[config.mk]
export PLATFORM = sky130hd
export DESIGN_NAME = swu_wr_control
export DESIGN_NICKNAME = d
export VERILOG_FILES = /design/src/rtl/swu_pkg.sv /design/src/rtl/swu_credit_counter.sv /design/src/rtl/swu_wr_control.sv
export SDC_FILE = /design/constraint.sdc
export NUM_CORES = 1
export LEC_CHECK = 0
export ABC_AREA = 0
export ABC_CLOCK_PERIOD_IN_PS = 4500
export CAP_MARGIN = 5
export CORE_UTILIZATION = 50
export CTS_BUF_LIST = sky130_fd_sc_hd__clkbuf_2 sky130_fd_sc_hd__clkbuf_4 sky130_fd_sc_hd__clkbuf_8
export DETAILED_ROUTE_END_ITERATION = 12
export PLACE_DENSITY = 0.7
export SLEW_MARGIN = 20
export SYNTH_ARGS = -nofsm -noshare
export SYNTH_HDL_FRONTEND = slang
export SYNTH_SLANG_ARGS = --single-unit
[constraint.sdc]
create_clock -name aclk -period 4.5 [get_ports aclk]
set_input_delay 0.9 -clock aclk [delete_from_list [all_inputs] [get_ports aclk]]
set_output_delay 0.9 -clock aclk [all_outputs]
set_load 0.02 [all_outputs]
[src/rtl/swu_pkg.sv]
// Shared types and size derivations for the sliding-window write side.
package swu_pkg;

    typedef enum logic [1:0] {
        IDLE   = 2'd0,
        FILL   = 2'd1,
        STREAM = 2'd2,
        DRAIN  = 2'd3
    } swu_state_e;

    function automatic int depth_w(input int buffer_depth, input int mmv_in);
        return buffer_depth / mmv_in;
    endfunction

    function automatic int total_w(input int npixels, input int words_per_px, input int mmv_in);
        return (npixels * words_per_px) / mmv_in;
    endfunction

endpackage

[src/rtl/swu_credit_counter.sv]
// Free-slot credit counter, saturating at DEPTH_W and 0.
// SWU_WR_OVERFLOW_CHECK_EN enables the release-while-empty overflow flag.
module swu_credit_counter #(
    parameter  int DEPTH_W = 10,
    localparam int CW      = $clog2(DEPTH_W + 1)
) (
    input  logic          aclk,
    input  logic          aresetn,
    input  logic          clr,
    input  logic          inc,
    input  logic          dec,
    output logic [CW-1:0] count,
    output logic          zero,
    output logic          overflow
);

    localparam logic [CW-1:0] FULL_CNT = CW'(DEPTH_W);

    logic [CW-1:0] count_q, count_d;

    always_comb begin
        count_d = count_q;
        if (clr) begin
            count_d = FULL_CNT;
        end else if (inc && !dec && count_q != FULL_CNT) begin
            count_d = count_q + 1'b1;
        end else if (dec && !inc && count_q != '0) begin
            count_d = count_q - 1'b1;
        end
    end

    always_ff @(posedge aclk or negedge aresetn) begin
        if (!aresetn) begin
            count_q <= FULL_CNT;
        end else begin
            count_q <= count_d;
        end
    end

    assign count = count_q;
    assign zero  = (count_q == '0);

`ifdef SWU_WR_OVERFLOW_CHECK_EN
    assign overflow = inc & ~dec & (count_q == FULL_CNT);
`else
    assign overflow = 1'b0;
`endif

endmodule

[src/rtl/swu_wr_control.sv]
// Write-side controller: paces input beats into the window buffer and primes the reader.
// SWU_WR_OVERFLOW_CHECK_EN adds a sticky credit-overflow flag.
//
// state  | meaning
// IDLE   | waiting for the first beat of a frame
// FILL   | prefilling; reader still held off
// STREAM | reader released, accepting remaining beats
// DRAIN  | frame fully written; waiting for rd_done
module swu_wr_control
    import swu_pkg::*;
#(
    parameter  int NPIXELS      = 1024,
    parameter  int WORDS_PER_PX = 1,
    parameter  int MMV_IN       = 2,
    parameter  int BUFFER_DEPTH = 20,
    parameter  int PREFILL      = 6,
    localparam int DEPTH_W      = depth_w(BUFFER_DEPTH, MMV_IN),
    localparam int TOTAL_W      = total_w(NPIXELS, WORDS_PER_PX, MMV_IN),
    localparam int AW           = (DEPTH_W > 1) ? $clog2(DEPTH_W) : 1,
    localparam int CW           = $clog2(DEPTH_W + 1),
    localparam int BW           = $clog2(TOTAL_W + 1)
) (
    input  logic          aclk,
    input  logic          aresetn,
    input  logic          s_tvalid,
    output logic          s_tready,
    input  logic          rd_release,
    input  logic          rd_done,
    output logic          wr_en,
    output logic [AW-1:0] wr_addr,
    output logic          full,
    output logic [CW-1:0] free_slots,
    output logic          err_overflow
);

    swu_state_e    state_q, state_d;
    logic [AW-1:0] wr_addr_q, wr_addr_d;
    logic [BW-1:0] beat_q, beat_d, beat_next;
    logic          full_q, full_d;
    logic          accept;
    logic          frame_clr;
    logic          credit_zero;
    logic          credit_ovf;
    logic [CW-1:0] credit_count;

    // Gated by aresetn so nothing is offered while reset is held.
    assign s_tready  = aresetn && (state_q != DRAIN) && !credit_zero;
    assign accept    = s_tvalid & s_tready;
    assign wr_en     = accept;
    assign beat_next = beat_q + BW'(accept);

    always_comb begin
        state_d   = state_q;
        beat_d    = beat_next;
        wr_addr_d = wr_addr_q;
        full_d    = full_q;
        frame_clr = 1'b0;

        if (accept) begin
            wr_addr_d = (wr_addr_q == AW'(DEPTH_W - 1)) ? '0 : wr_addr_q + 1'b1;
        end

        case (state_q)
            IDLE: begin
                if (accept) begin
                    state_d = FILL;
                end
            end
            FILL: begin
                // A frame shorter than the prefill skips streaming entirely.
                if (int'(beat_next) >= TOTAL_W) begin
                    state_d = DRAIN;
                    full_d  = 1'b1;
                end else if (int'(beat_next) >= PREFILL) begin
                    state_d = STREAM;
                    full_d  = 1'b1;
                end
            end
            STREAM: begin
                if (int'(beat_next) >= TOTAL_W) begin
                    state_d = DRAIN;
                end
            end
            DRAIN: begin
                if (rd_done) begin
                    state_d   = IDLE;
                    full_d    = 1'b0;
                    wr_addr_d = '0;
                    beat_d    = '0;
                    frame_clr = 1'b1;
                end
            end
            default: state_d = IDLE;
        endcase
    end

    always_ff @(posedge aclk or negedge aresetn) begin
        if (!aresetn) begin
            state_q   <= IDLE;
            wr_addr_q <= '0;
            beat_q    <= '0;
            full_q    <= 1'b0;
        end else begin
            state_q   <= state_d;
            wr_addr_q <= wr_addr_d;
            beat_q    <= beat_d;
            full_q    <= full_d;
        end
    end

    swu_credit_counter #(
        .DEPTH_W (DEPTH_W)
    ) u_credit (
        .aclk     (aclk),
        .aresetn  (aresetn),
        .clr      (frame_clr),
        .inc      (rd_release),
        .dec      (accept),
        .count    (credit_count),
        .zero     (credit_zero),
        .overflow (credit_ovf)
    );

    assign wr_addr    = wr_addr_q;
    assign full       = full_q;
    assign free_slots = credit_count;

`ifdef SWU_WR_OVERFLOW_CHECK_EN
    logic err_q, err_d;

    always_comb begin
        err_d = err_q | credit_ovf;
    end

    always_ff @(posedge aclk or negedge aresetn) begin
        if (!aresetn) begin
            err_q <= 1'b0;
        end else begin
            err_q <= err_d;
        end
    end

    assign err_overflow = err_q;
`else
    // Counter drives a constant 0 here, so no checking logic remains.
    assign err_overflow = credit_ovf;
`endif

endmodule
Yosys cells after proc, flatten, opt, wreduce, memory -nomap -nowiden
Cells that the tools add are included.

word-level totals
  output and inout bits = 12
  ROM bits = 0
  register bits after elaboration = 21
  bits in latches = 0
  bits in writable memories = 0
  word-level logic and storage cells = 59
  memories kept = 0

cells by class
  equality and inequality tests = 10
  $lt $le $gt $ge = 2
  $mul = 0
  div/mod/pow operators = 0
  shift operators = 0
  reductions and logical operators = 16
  bitwise gates (word level) = 1
  mux-type cells = 21
  add/subtract/negate cells = 4

operators by type and width
  cell                    number
  $mux W4                 7
  $mux W10                2
  $add A10 B1 Y10         1
  $ge A10 B10 Y1 const B  1
  $ge A10 B3 Y1 const B   1
  $mux W2                 5
  $add A4 B1 Y4 const B   2
  $ne A2 B2 Y1 const B    4
  $pmux W2 S4             1
  $logic_and A1 B1 Y1     6
  $mux W1                 5
  $eq A2 B2 Y1 const B    2
  $eq A4 B4 Y1 const B    1
  $logic_not A4 Y1        1
  $ne A4 B4 Y1 const B    1
  $reduce_and A4 Y1       1
  $reduce_bool A4 Y1      1
  $sub A4 B1 Y4 const B   1
  $logic_not A1 Y1        3
  $ne A3 B3 Y1 const B    1
  $reduce_and A3 Y1       1
  $reduce_bool A3 Y1      1
  $eq A2 B1 Y1 const B    1
  $logic_not A2 Y1        1
  other kinds (3)         3

Logic depth before layout (Yosys ltp)
  depth in word-level cells = 9
  mapped depth = 11
  mapped depth without buffers = 11

Hierarchy
A second synthesis with hierarchy kept.

second synthesis, totals
  cells, all modules = 138
  area total of the unflattened synthesis = 1326.3 sq um

modules (own cells, without submodules)
  module              instances  sequential area each (sq um)  cells an instance  area an instance (sq um)
  swu_wr_control      1          425.4                         107                1014.7
  swu_credit_counter  1          102.6                         31                 311.5

Least setup slack after synthesis
No wires, ideal clock.

  kind = input to register
  start point = input s_tvalid
  end point = register state_q[1]
  setup time = 125 ps
  arrival = 3134 ps
  cell stages on the path = 9
  path slack = 1240 ps
  cells stage by stage = nand3b_1 nor2_1 ha_1 and4_1 nand2_1 xor2_1 and4_4 a21oi_2 mux2_4

between the ends
  cells in the longest elaborated chain, start to end = 5
  elaborated cells on any way between the ends = 10

ends and longest elaborated chain
  element                                                            RTL line                                                          source
  start, declared                                                    swu_wr_control.sv:25                                              input logic s_tvalid,
  $and A1 B1 Y1 (*)                                                  swu_wr_control.sv:48                                              assign accept = s_tvalid & s_tready;
  net wr_en                                                          swu_wr_control.sv:29                                              output logic wr_en,
  $add A10 B1 Y10                                                    swu_wr_control.sv:50                                              assign beat_next = beat_q + BW'(accept);
  $ge A10 B10 Y1 or $ge A10 B3 Y1 (tied branches)                    swu_wr_control.sv:71, swu_wr_control.sv:80, swu_wr_control.sv:74
  $ne A3 B3 Y1 (no source line) (tied with other cells)              n/a
  $reduce_and A4 Y1 (no source line) or $pmux W2 S4 (tied branches)  n/a
  end signal, assigned                                               swu_wr_control.sv:104                                             state_q <= state_d;
  end, declared                                                      swu_wr_control.sv:36                                              swu_state_e state_q, state_d;

The timed path passes the listed nets; every way through them passes the cells marked *.
A chain may end at the register's enable or synchronous reset.

Worst setup path in the final report
  start point = input aresetn
  end point = output s_tready

between the ends
  cells in the longest elaborated chain, start to end = 2

ends and longest elaborated chain
  element                           RTL line              source
  start, declared                   swu_wr_control.sv:24  input logic aresetn,
  $logic_and A1 B1 Y1 (2 in a row)  swu_wr_control.sv:47  assign s_tready = aresetn && (state_q != DRAIN) && !credit_zero;
  end, declared                     swu_wr_control.sv:26  output logic s_tready,

No other way between the ends.

==> impl_metrics.prom <==
# TYPE chip_impl_metric gauge
chip_impl_info{name="status",value="finished, final reports clean"} 1
chip_impl_metric{name="dpl.hpwl",unit="um"} 2000
chip_impl_metric{name="p_leak",unit="nW"} 0.696
chip_impl_metric{name="fin_nets",unit=""} 174
chip_impl_metric{name="yosysWarningCount",unit=""} 0
chip_impl_metric{name="timing.hold.ws",unit="ps"} 583
chip_impl_metric{name="drc",unit=""} 0
chip_impl_metric{name="fmax",unit="MHz"} 287
chip_impl_metric{name="detail-route-antenna-nets",unit=""} 0
chip_impl_metric{name="drt_pre_antenna_iters",unit=""} 4
chip_impl_metric{name="worstPathRequired",unit="ps"} 3600
chip_impl_metric{name="routed-via-count",unit=""} 1072
chip_impl_metric{name="placed_cells_incl_taps",unit=""} 184
chip_impl_info{name="critical_path.startpoint",value="aresetn"} 1
chip_impl_metric{name="hold_viol_final",unit=""} 0
chip_impl_metric{name="cp.arrival",unit="ps"} 2580
chip_impl_metric{name="grt-ovfl-total",unit=""} 0
chip_impl_metric{name="port_buffers",unit=""} 15
chip_impl_metric{name="area_growth_syn_to_layout",unit="%"} 15.1
chip_impl_info{name="synth-main-ff-cell",value="sky130_fd_sc_hd__dfrtp_1"} 1
chip_impl_metric{name="clock-skew-final",unit="ps"} 3.64
chip_impl_metric{name="synth-seq-area-share",unit=""} 0.386
chip_impl_info{name="rsz0062_at_grt",value="false"} 1
chip_impl_metric{name="grt_max_degree",unit=""} 23
chip_impl_metric{name="design.die.area",unit="sq um"} 2950
chip_impl_metric{name="ys_seq_elements",unit=""} 21
chip_impl_metric{name="globalplace.congestion",unit=""} 0.762
chip_impl_metric{name="finish.cell_count_without_fillers",unit=""} 188
chip_impl_info{name="r2r_start",value="u_credit.count[0]"} 1
chip_impl_metric{name="nets_in_the_synthesized_netlist",unit=""} 156
chip_impl_metric{name="number_of_global_route_vias_before_repair",unit=""} 1039
chip_impl_metric{name="setup-violations-final",unit=""} 0
chip_impl_metric{name="via_per_inst",unit=""} 5.70
chip_impl_metric{name="proportion_of_layout_cells_with_a_drive_suffix_above_1",unit=""} 0.120
chip_impl_metric{name="p_total",unit="mW"} 0.962
chip_impl_metric{name="postSynthAreaPerCell",unit="sq um"} 9.70
chip_impl_metric{name="mappedNetlistArea",unit="sq um"} 1370
chip_impl_metric{name="post_drt_wl_per_cell",unit="um"} 14.1
chip_impl_metric{name="netlist-cell-type-count",unit=""} 45
chip_impl_metric{name="post_cts_hold_buffer_count",unit=""} 0
chip_impl_metric{name="ctsHtreeMaxLevel",unit=""} 1
chip_impl_info{name="end_kind",value="primary output"} 1
chip_impl_info{name="start_kind",value="primary input"} 1
chip_impl_metric{name="filler_cell_count",unit=""} 226
chip_impl_metric{name="initial_core_util",unit=""} 0.542
chip_impl_metric{name="synth-edff-count",unit=""} 0
chip_impl_metric{name="rows",unit=""} 18
chip_impl_metric{name="critPathMaxFanout",unit=""} 22
chip_impl_metric{name="dr.first_iter.drc_count",unit=""} 16
chip_impl_metric{name="finalCoreUtilization",unit=""} 0.624
chip_impl_metric{name="core_area",unit="sq um"} 2520
chip_impl_metric{name="detail_route.wirelength",unit="um"} 2660
chip_impl_metric{name="p_per_area",unit="nW/um^2"} 611
chip_impl_metric{name="timing_worst_slew_pin_value",unit="ps"} 599
chip_impl_metric{name="n_antenna_cell",unit=""} 0
chip_impl_metric{name="slew-limit-headroom",unit=""} 0.601
chip_impl_metric{name="clock_sinks",unit=""} 21
chip_impl_metric{name="die_y",unit="um"} 54.3
chip_impl_metric{name="antenna_violations_before_repair",unit=""} 0
chip_impl_metric{name="finalWorstPathRequiredPeriod",unit="ps"} 3480
chip_impl_metric{name="top_level_ports",unit=""} 17
chip_impl_info{name="cts-root-buf",value="sky130_fd_sc_hd__clkbuf_4"} 1
chip_impl_metric{name="chipWidth",unit="um"} 54.3
chip_impl_info{name="critPathKind",value="in2out"} 1
chip_impl_info{name="min-delay-start",value="full"} 1
chip_impl_metric{name="ys_async_sr_fraction",unit=""} 1.00
chip_impl_metric{name="vdd_drop_max",unit="mV"} 0.387
chip_impl_metric{name="timing.setup.tns",unit="ps"} 0
chip_impl_metric{name="grt_usage",unit=""} 0.222
chip_impl_metric{name="maxCapViolations",unit=""} 0
chip_impl_info{name="holdCritPathClass",value="reg2reg"} 1
chip_impl_metric{name="slew_viol_final",unit=""} 0
chip_impl_metric{name="cts_buffer_depth",unit=""} 2
chip_impl_metric{name="post-route-period-util",unit=""} 0.773
chip_impl_metric{name="worst_skew_pair.late_latency",unit="ps"} 300
chip_impl_metric{name="cts.clk_slew.worst_paths",unit="ps"} 110
chip_impl_info{name="cts_tree",value="built"} 1
chip_impl_metric{name="global_route_wire_length_before_repair",unit="um"} 4640
chip_impl_metric{name="cts_made_buffers",unit=""} 3
chip_impl_metric{name="synthCells",unit=""} 141
chip_impl_metric{name="cts_post_setup_buffers_inserted",unit=""} 0
chip_impl_metric{name="cts_resized",unit=""} 0
## cell usage in the layout (no fill, tap or decap), types with 3 or more instances in the layout
cell type / n
sky130_fd_sc_hd__dfrtp_1: 19
sky130_fd_sc_hd__nor2_1: 17
sky130_fd_sc_hd__nand3_1: 7
sky130_fd_sc_hd__nand2_1: 7
sky130_fd_sc_hd__mux2i_1: 3
sky130_fd_sc_hd__xor2_1: 8
sky130_fd_sc_hd__ha_1: 9
sky130_fd_sc_hd__xnor2_1: 4
sky130_fd_sc_hd__nor3b_1: 3
sky130_fd_sc_hd__inv_1: 6
sky130_fd_sc_hd__o21ai_0: 7
sky130_fd_sc_hd__a21oi_1: 7
sky130_fd_sc_hd__clkdlybuf4s50_1: 15
sky130_fd_sc_hd__nor3_1: 3
sky130_fd_sc_hd__clkbuf_4: 4
## cells by family (layout without fill, tap and decap cells)
logic type	count (synthesis)	after routing	share of synthesized area
AND/OR/NAND/NOR	54	54	0.214
XOR/XNOR	12	12	0.0769
adder cells (fa/ha/maj)	10	10	0.0970
AO/OA/AOI/OAI	29	29	0.155
buffers and inverters	10	27	0.0357
flip-flops	21	21	0.386
multiplexers	4	4	0.0329
other	1	1	0.00274
## power by group
group	switching (mW)	total (mW)	internal [mW]
registers	0.0842	0.342	0.258
clock network	0.0555	0.0961	0.0406
logic	0.271	0.524	0.253
total	0.411	0.962	0.551
## Yosys cell counts, types with 2 or more instances
library cell	count	share of area
sky130_fd_sc_hd__dfstp_2	2	0.038
sky130_fd_sc_hd__a21oi_1	7	0.026
sky130_fd_sc_hd__ha_1	9	0.082
sky130_fd_sc_hd__mux2i_1	3	0.022
sky130_fd_sc_hd__dfrtp_1	19	0.35
sky130_fd_sc_hd__nand3_1	7	0.026
sky130_fd_sc_hd__xor2_1	8	0.051
sky130_fd_sc_hd__a211oi_1	2	0.011
sky130_fd_sc_hd__nor3_1	3	0.011
sky130_fd_sc_hd__o31ai_1	2	0.011
sky130_fd_sc_hd__xnor2_1	4	0.026
sky130_fd_sc_hd__nor2_1	17	0.047
sky130_fd_sc_hd__nand2_1	7	0.019
sky130_fd_sc_hd__o21ai_0	7	0.026
sky130_fd_sc_hd__clkbuf_1	2	0.0055
sky130_fd_sc_hd__and2_1	2	0.0091
sky130_fd_sc_hd__inv_1	6	0.016
sky130_fd_sc_hd__nor3b_1	3	0.016
sky130_fd_sc_hd__nand2b_1	2	0.0091
sky130_fd_sc_hd__a21o_1	2	0.011
sky130_fd_sc_hd__nor2b_1	2	0.0091
sky130_fd_sc_hd__a21oi_2	2	0.013
## per-stage QoR
step / cell area (sq um) / worst slack (ps)
2_1_floorplan: 1370 / 1240
3_3_place_gp: 1540 / 1060
3_5_place_dp: 1540 / 1000
4_1_cts: 1570 / 984
5_1_grt: 1570 / 894
6_report: 1570 / 1020
## flip-flops by register name, summed over array words and instances, names as in the netlist
| register | count |
|---|---|
| wr_addr | 4 |
| u_credit.count | 4 |
| state_q | 2 |
| beat_q | 10 |
| full | 1 |
## layout make-up
| type | instances | area (sq um) | share of cell area |
|---|---|---|---|
| Timing Repair Buffer | 17 | 165 | 0.105 |
| Clock buffer | 4 | 30.0 | 0.0191 |
| Tap cell | 30 | 37.5 | 0.0238 |
| Inverter | 6 | 22.5 | 0.0143 |
| Multi-Input combinational cell | 110 | 791 | 0.502 |
| Sequential cell | 21 | 528 | 0.335 |
## final timing paths
check	endpoint	slack, ps	cells past startpoint
min in group asynchronous	wr_addr[3]	980	2
max reg2reg	state_q[1]	1530	10
min	full	580	1
max in group asynchronous	u_credit.count[1]	3240	2
min reg2reg	full	580	1
max	s_tready	1020	4
## critical path, cell delays in order
cell and delay [ps]:
sky130_fd_sc_hd__clkdlybuf4s50_1 490, sky130_fd_sc_hd__buf_4 290, sky130_fd_sc_hd__nor3b_1 240, sky130_fd_sc_hd__clkdlybuf4s50_1 640
## metal layers
layer  vias to the layer above  track usage  wire (um)
met4                         0       0.0641         30
met1                       525        0.282       1270
met3                         5       0.0611        100
met5                         -            0          0
li1                        523            -          -
met2                        19        0.368       1260
(Power assumes the default switching activity.)
